--- src/rtl/div_sequencer.sv ---
// Multi-cycle RV32M divide/remainder controller: radix-2 restoring loop with
// sign fix-up, valid/ready on both request and response sides.
module div_sequencer #(
    parameter int XLEN      = 32,
    parameter bit EARLY_OUT = 1'b1
) (
    input  logic            clk,
    input  logic            rst_n,
    input  logic            flush,
    input  logic            req_valid,
    output logic            req_ready,
    input  logic [1:0]      req_op,
    input  logic [XLEN-1:0] req_rs1,
    input  logic [XLEN-1:0] req_rs2,
    output logic            resp_valid,
    input  logic            resp_ready,
    output logic [XLEN-1:0] resp_result,
    output logic            busy
);

    localparam logic [2:0] S_IDLE = 3'd0;
    localparam logic [2:0] S_PREP = 3'd1;
    localparam logic [2:0] S_ITER = 3'd2;
    localparam logic [2:0] S_FIX  = 3'd3;
    localparam logic [2:0] S_DONE = 3'd4;

    logic [2:0]      state_reg, state_next;
    logic            rem_sel_reg, rem_sel_next;
    logic            sgn_reg, sgn_next;
    logic [XLEN-1:0] rs1_reg, rs1_next;
    logic [XLEN-1:0] rs2_reg, rs2_next;
    logic [XLEN-1:0] dvd_reg, dvd_next;
    logic [XLEN-1:0] dvs_reg, dvs_next;
    logic [XLEN-1:0] rem_reg, rem_next;
    logic [XLEN-1:0] quo_reg, quo_next;
    logic [5:0]      cnt_reg, cnt_next;
    logic            q_neg_reg, q_neg_next;
    logic            r_neg_reg, r_neg_next;
    logic [XLEN-1:0] result_reg, result_next;

    function automatic logic [XLEN-1:0] twos_comp(input logic [XLEN-1:0] x);
        return ~x + XLEN'(1);
    endfunction

    function automatic logic is_special(input logic sgn, input logic [XLEN-1:0] a,
                                        input logic [XLEN-1:0] b);
        return (b == '0) ||
               (sgn && (a == {1'b1, {(XLEN-1){1'b0}}}) && (b == '1));
    endfunction

    // Divide-by-zero takes priority; the only other special case is signed overflow.
    function automatic logic [XLEN-1:0] special_result(input logic rem_sel,
                                                       input logic [XLEN-1:0] a,
                                                       input logic [XLEN-1:0] b);
        if (b == '0)
            return rem_sel ? a : '1;
        else
            return rem_sel ? '0 : {1'b1, {(XLEN-1){1'b0}}};
    endfunction

    logic [XLEN-1:0] opnd [2];
    logic [XLEN-1:0] mag  [2];

    assign opnd[0] = rs1_reg;
    assign opnd[1] = rs2_reg;

    generate
        for (genvar gi = 0; gi < 2; gi++) begin : g_mag
            assign mag[gi] = (sgn_reg && opnd[gi][XLEN-1]) ? twos_comp(opnd[gi]) : opnd[gi];
        end
    endgenerate

    // The restored partial remainder is always below dvs, so its 33rd bit is
    // only ever non-zero transiently inside rem_t.
    logic [XLEN:0]   rem_t;
    logic            rem_ge;
    logic [XLEN-1:0] rem_diff;
    logic [XLEN-1:0] quo_res;
    logic [XLEN-1:0] rem_res;

    assign rem_t    = {rem_reg, dvd_reg[XLEN-1]};
    assign rem_ge   = rem_t >= {1'b0, dvs_reg};
    assign rem_diff = rem_t[XLEN-1:0] - dvs_reg;
    assign quo_res  = q_neg_reg ? twos_comp(quo_reg) : quo_reg;
    assign rem_res  = r_neg_reg ? twos_comp(rem_reg) : rem_reg;

    always_comb begin
        state_next   = state_reg;
        rem_sel_next = rem_sel_reg;
        sgn_next     = sgn_reg;
        rs1_next     = rs1_reg;
        rs2_next     = rs2_reg;
        dvd_next     = dvd_reg;
        dvs_next     = dvs_reg;
        rem_next     = rem_reg;
        quo_next     = quo_reg;
        cnt_next     = cnt_reg;
        q_neg_next   = q_neg_reg;
        r_neg_next   = r_neg_reg;
        result_next  = result_reg;

        if (flush) begin
            state_next = S_IDLE;
        end else begin
            case (state_reg)
                S_IDLE: begin
                    if (req_valid) begin
                        rem_sel_next = req_op[1];
                        sgn_next     = ~req_op[0];
                        rs1_next     = req_rs1;
                        rs2_next     = req_rs2;
                        if (EARLY_OUT && is_special(~req_op[0], req_rs1, req_rs2)) begin
                            result_next = special_result(req_op[1], req_rs1, req_rs2);
                            state_next  = S_DONE;
                        end else begin
                            state_next = S_PREP;
                        end
                    end
                end
                S_PREP: begin
                    dvd_next   = mag[0];
                    dvs_next   = mag[1];
                    q_neg_next = sgn_reg && (rs1_reg[XLEN-1] ^ rs2_reg[XLEN-1]);
                    r_neg_next = sgn_reg && rs1_reg[XLEN-1];
                    rem_next   = '0;
                    quo_next   = '0;
                    cnt_next   = '0;
                    state_next = S_ITER;
                end
                S_ITER: begin
                    dvd_next = {dvd_reg[XLEN-2:0], 1'b0};
                    rem_next = rem_ge ? rem_diff : rem_t[XLEN-1:0];
                    quo_next = {quo_reg[XLEN-2:0], rem_ge};
                    cnt_next = cnt_reg + 6'd1;
                    if (cnt_reg == 6'(XLEN-1))
                        state_next = S_FIX;
                end
                S_FIX: begin
                    // The loop alone gets signed x/0 wrong when x<0, so special
                    // cases are overridden here as well.
                    if (is_special(sgn_reg, rs1_reg, rs2_reg))
                        result_next = special_result(rem_sel_reg, rs1_reg, rs2_reg);
                    else
                        result_next = rem_sel_reg ? rem_res : quo_res;
                    state_next = S_DONE;
                end
                S_DONE: begin
                    if (resp_ready)
                        state_next = S_IDLE;
                end
                default: state_next = S_IDLE;
            endcase
        end
    end

    always_ff @(posedge clk or negedge rst_n) begin
        if (!rst_n) begin
            state_reg   <= S_IDLE;
            rem_sel_reg <= 1'b0;
            sgn_reg     <= 1'b0;
            rs1_reg     <= '0;
            rs2_reg     <= '0;
            dvd_reg     <= '0;
            dvs_reg     <= '0;
            rem_reg     <= '0;
            quo_reg     <= '0;
            cnt_reg     <= '0;
            q_neg_reg   <= 1'b0;
            r_neg_reg   <= 1'b0;
            result_reg  <= '0;
        end else begin
            state_reg   <= state_next;
            rem_sel_reg <= rem_sel_next;
            sgn_reg     <= sgn_next;
            rs1_reg     <= rs1_next;
            rs2_reg     <= rs2_next;
            dvd_reg     <= dvd_next;
            dvs_reg     <= dvs_next;
            rem_reg     <= rem_next;
            quo_reg     <= quo_next;
            cnt_reg     <= cnt_next;
            q_neg_reg   <= q_neg_next;
            r_neg_reg   <= r_neg_next;
            result_reg  <= result_next;
        end
    end

    assign req_ready   = (state_reg == S_IDLE) && !flush;
    assign resp_valid  = (state_reg == S_DONE);
    assign resp_result = result_reg;
    assign busy        = (state_reg != S_IDLE);

endmodule

--- config.mk ---
export PLATFORM = sky130hd
export DESIGN_NAME = div_sequencer
export DESIGN_NICKNAME = d
export VERILOG_FILES = /design/src/rtl/div_sequencer.sv
export SDC_FILE = /design/constraint.sdc
export NUM_CORES = 1
export LEC_CHECK = 0
export ABC_AREA = 1
export CORE_MARGIN = 8
export CORE_UTILIZATION = 40
export CTS_CLUSTER_DIAMETER = 40
export DETAILED_ROUTE_END_ITERATION = 8
export GPL_ROUTABILITY_DRIVEN = 0
export PLACE_DENSITY = 0.55
export SKIP_LAST_GASP = 1
export SYNTH_ARGS = -nofsm -noshare
export SYNTH_HDL_FRONTEND = slang
export SYNTH_SLANG_ARGS = --single-unit
--- constraint.sdc ---
create_clock -name clk -period 3.05 [get_ports clk]
set_input_delay 0.61 -clock clk [delete_from_list [all_inputs] [get_ports clk]]
set_output_delay 0.61 -clock clk [all_outputs]
set_load 0.1 [all_outputs]
==> flow_summary_export.csv <==
group,metric,value,unit
status,status,"finished, violations left",
status,violations,"negative hold slack",
synth,synth_compound_area_share,12.9,%
worst_setup_path,cp_top_family,"simple AND/OR/NAND/NOR gates",
layout,fill_cells,4653,
layout,nets,2915,
worst_setup_path,crit_fanout,4,
global_routing,gr-total-overflow,0,
layout,area_growth,18.7,%
synth,synth_edf_count,0,
timing,timing.fmax,380,MHz
global_routing,antenna_found_initial,0,
synth,synth_top_area_share,33.3,%
drt,wl,63700,um
layout,final_area,21200,um2
clock_tree,htreeDepth,2,
global_routing,grt_usage,24.7,%
floorplan,pin_count,106,
pwr,ir_drop,0.000734,V
clock_tree,path_clk_slew,0.06,ns
synth,synthTopCellsByArea,"dfrtp_1 33%, nand2_1 16%, nand3_1 7.2%, inv_1 6.4%, o21ai_0 6.3%",
timing,hold-worst-slack,-0.0116,ns
worst_setup_path,critPathKind,"reg -> reg",
clock_tree,worstSkewPairLatency,0.59,ns
clock_tree,clk_path_buf_depth,3,
global_routing,grt_pass1_vias,17900,
global_routing,grt_max_degree,126,
synth,synth_area,17800,um2
clock_tree,post_cts_buffers,0,
place,dpl_cell_area,19400,um2
clock_tree,cts_hold_buf,0,
worst_setup_path,path_cells,"inv_1 > ha_1 > nand3_1 > nor2_1 > nand3_1 > nor2_1 > nand3_1 > nand2_1 > nand2_1 > nand2_1 > nor2_1 > nor2_1 > nor2_1",
synth,ys_warn_count,0,
job,maxCapViolCount,0,
synth,synth_most_common_cell,"nand2_1",
synth,syn_area_per_cell,6.55,um2
pwr,p_leak,0.0108,uW
place,port_buffers,105,
synth,synth-main-ff-cell,"dfrtp_1",
worst_setup_path,worst_ep_required_time,3.53,ns
worst_setup_path,cpPeakStageDelay,0.45,ns
synth,syn_inst,2718,
worst_setup_path,cp-start-kind,"flop",
synth,synth_nets,2828,
synth,muxShareOfSynthArea,0.443,%
synth,seq_area_frac_synth,33.3,%
synth,yosys.cell_types.count,56,
timing,period_needed,2.63,ns
synth,synth-adder-area-share,2.78,%
timing,grt_setup_unrepaired,"no",
floorplan,dieArea,51500,um2
drt,vias,18300,
synth,synthSimpleGateAreaFrac,38.4,%
worst_setup_path,cp.depth,13,
timing,max_slew.worst_pin.slew,0.753,ns
synth,yosys_register_bits,237,
drt,drc,0,
timing,min_period_over_period,86.3,%
layout,num_antenna_cells,0,
timing,setup_tns,0,ns
clock_tree,cts.sinks,237,
worst_setup_path,rr_worst_depth,13,
timing,finalSetupViolations,0,
pwr,cellPowerDensity,989,nW/um2
worst_setup_path,end_kind,"flop",
clock_tree,cts_tree,"built",
worst_setup_path,cpMaxStageDelayCell,"nor2_1",
synth,synthXorXnorAreaFrac,2.21,%
timing,relSlewSlack,49.7,%
drt,dr.pass1.iters,8,
floorplan,fp.dieW,227,um
floorplan,core,44100,um2
clock_tree,numCtsBuffers,47,
worst_setup_path,crit_top_cell,"nor2_1",
worst_setup_path,path_buf_inv,1,
drt,drt-initial-drc-count,1806,
floorplan,fp.dieH,227,um
timing,clock_skew,0.0312,ns
synth,synth_top_family_by_area,"simple AND/OR/NAND/NOR gates",
worst_setup_path,r2r-end,"resp_result[31]",
worst_setup_path,r2r-start,"rs1_reg[0]",
timing,hold_violations,4,
clock_tree,post_cts_resized,0,
floorplan,rows,77,
worst_setup_path,r2r_slack,0.42,ns
place,dp_hpwl,48500,um
global_routing,grt_pass1_wl,101000,um
floorplan,start_util,40.4,%
synth,synth_commonest_cells,"771 x nand2_1, 305 x inv_1, 296 x nor2_1",
clock_tree,cts_root_buf,"clkbuf_16",
hold_path,holdCritPathClass,"in -> async",
drt,wl_per_cell,18.5,um
worst_setup_path,critical_path_arrival,3.12,ns
timing,maxSlewViolCount,0,
drt,via_per_inst,5.34,
synth,synth_top_area_cell,"dfrtp_1",
synth,ys_async_sr_fraction,100,%
layout,drive_gt1_share,11.3,%
drt,ant_nets,0,
==> per-layer routing <==
layer / routed length [um] / global-route usage (%) / share of wire (%) / vias up
met5: 0 / 0 / 0 / -
met4: 2010 / 8.55 / 3.2 / 0
met3: 3670 / 2.91 / 5.8 / 111
met2: 28600 / 38.9 / 45 / 609
met1: 29400 / 35.0 / 46 / 8618
li1: - / - / - / 9011
==> through the flow <==
step / setup slack, ns / total power [uW] / utilization, % / cells
5_1_grt: 0.209 / 22400 / 47.9 / 3436
3_5_place_dp: 0.138 / 15100 / 44.0 / 3348
6_report: 0.418 / 20900 / 47.9 / 3436
4_1_cts: 0.416 / 20900 / 47.9 / 3436
3_3_place_gp: 0.202 / 15000 / 44.0 / 3348
2_1_floorplan: 0.443 / 12000 / - / 2718
==> worst max path at each step <==
stage	from	endpoint	slack, ns
CTS	rs1_reg[0]	resp_result[31]	0.42
detailed placement	req_rs1[27]	resp_result[20]	0.14
finish	rs1_reg[0]	resp_result[31]	0.42
global route	rem_reg[0]	resp_result[14]	0.21
floorplan	flush	rs2_reg[15]	0.44
global placement	req_rs1[28]	resp_result[24]	0.20
==> cell usage in the layout, fill, tap and decap left out, types with 6 or more instances in the layout <==
cell and n:
nand2_1 770, inv_1 305, nor2_1 295, nand3_1 257, dfrtp_1 237, o21ai_0 225
a21oi_1 109, clkdlybuf4s50_1 69, buf_4 67, nand4_1 49, clkbuf_16 48, nand2_2 39
ha_1 38, nand3_2 37, o22ai_1 33, nor3_1 25, xor2_1 25, nor2_2 20
xnor2_1 20, inv_2 19, o211ai_1 15, o21ai_1 13, nand3b_1 9, bufinv_16 8
buf_12 8, mux2_2 7, clkbuf_8 7, clkinv_2 7, nor2_4 6, o211ai_2 6
clkinv_4 6
==> kinds of logic (layout without fill, tap and decap cells) <==
family                     count (synthesis)  count (layout)
xor gates and xnor gates                  45              45
AOI/OAI and AO/OA                        422             422
adders and majority gates                 39              39
muxes                                      7               7
buffers and inverters                    433             559
DFF                                      237             237
and+or+nand+nor                         1535            1535
==> cell type report <==
type                       instances  area (um2)  area share [%]
clock inverter                    32         452            2.14
inverter                         326        1220            5.79
clock buffer                      56        1300            6.15
sequential                       237        5930            28.0
tap                              592         741            3.50
timing repair buffer             145        1370            6.47
multi-input combinational       2048       10100            47.9
==> where the power goes <==
group	switching [uW]	internal, uW	total (uW)
logic	6950	2950	9890
clock network	1940	3760	5700
registers	1150	4170	5320
Note: power is estimated with default switching activity, not from simulation.
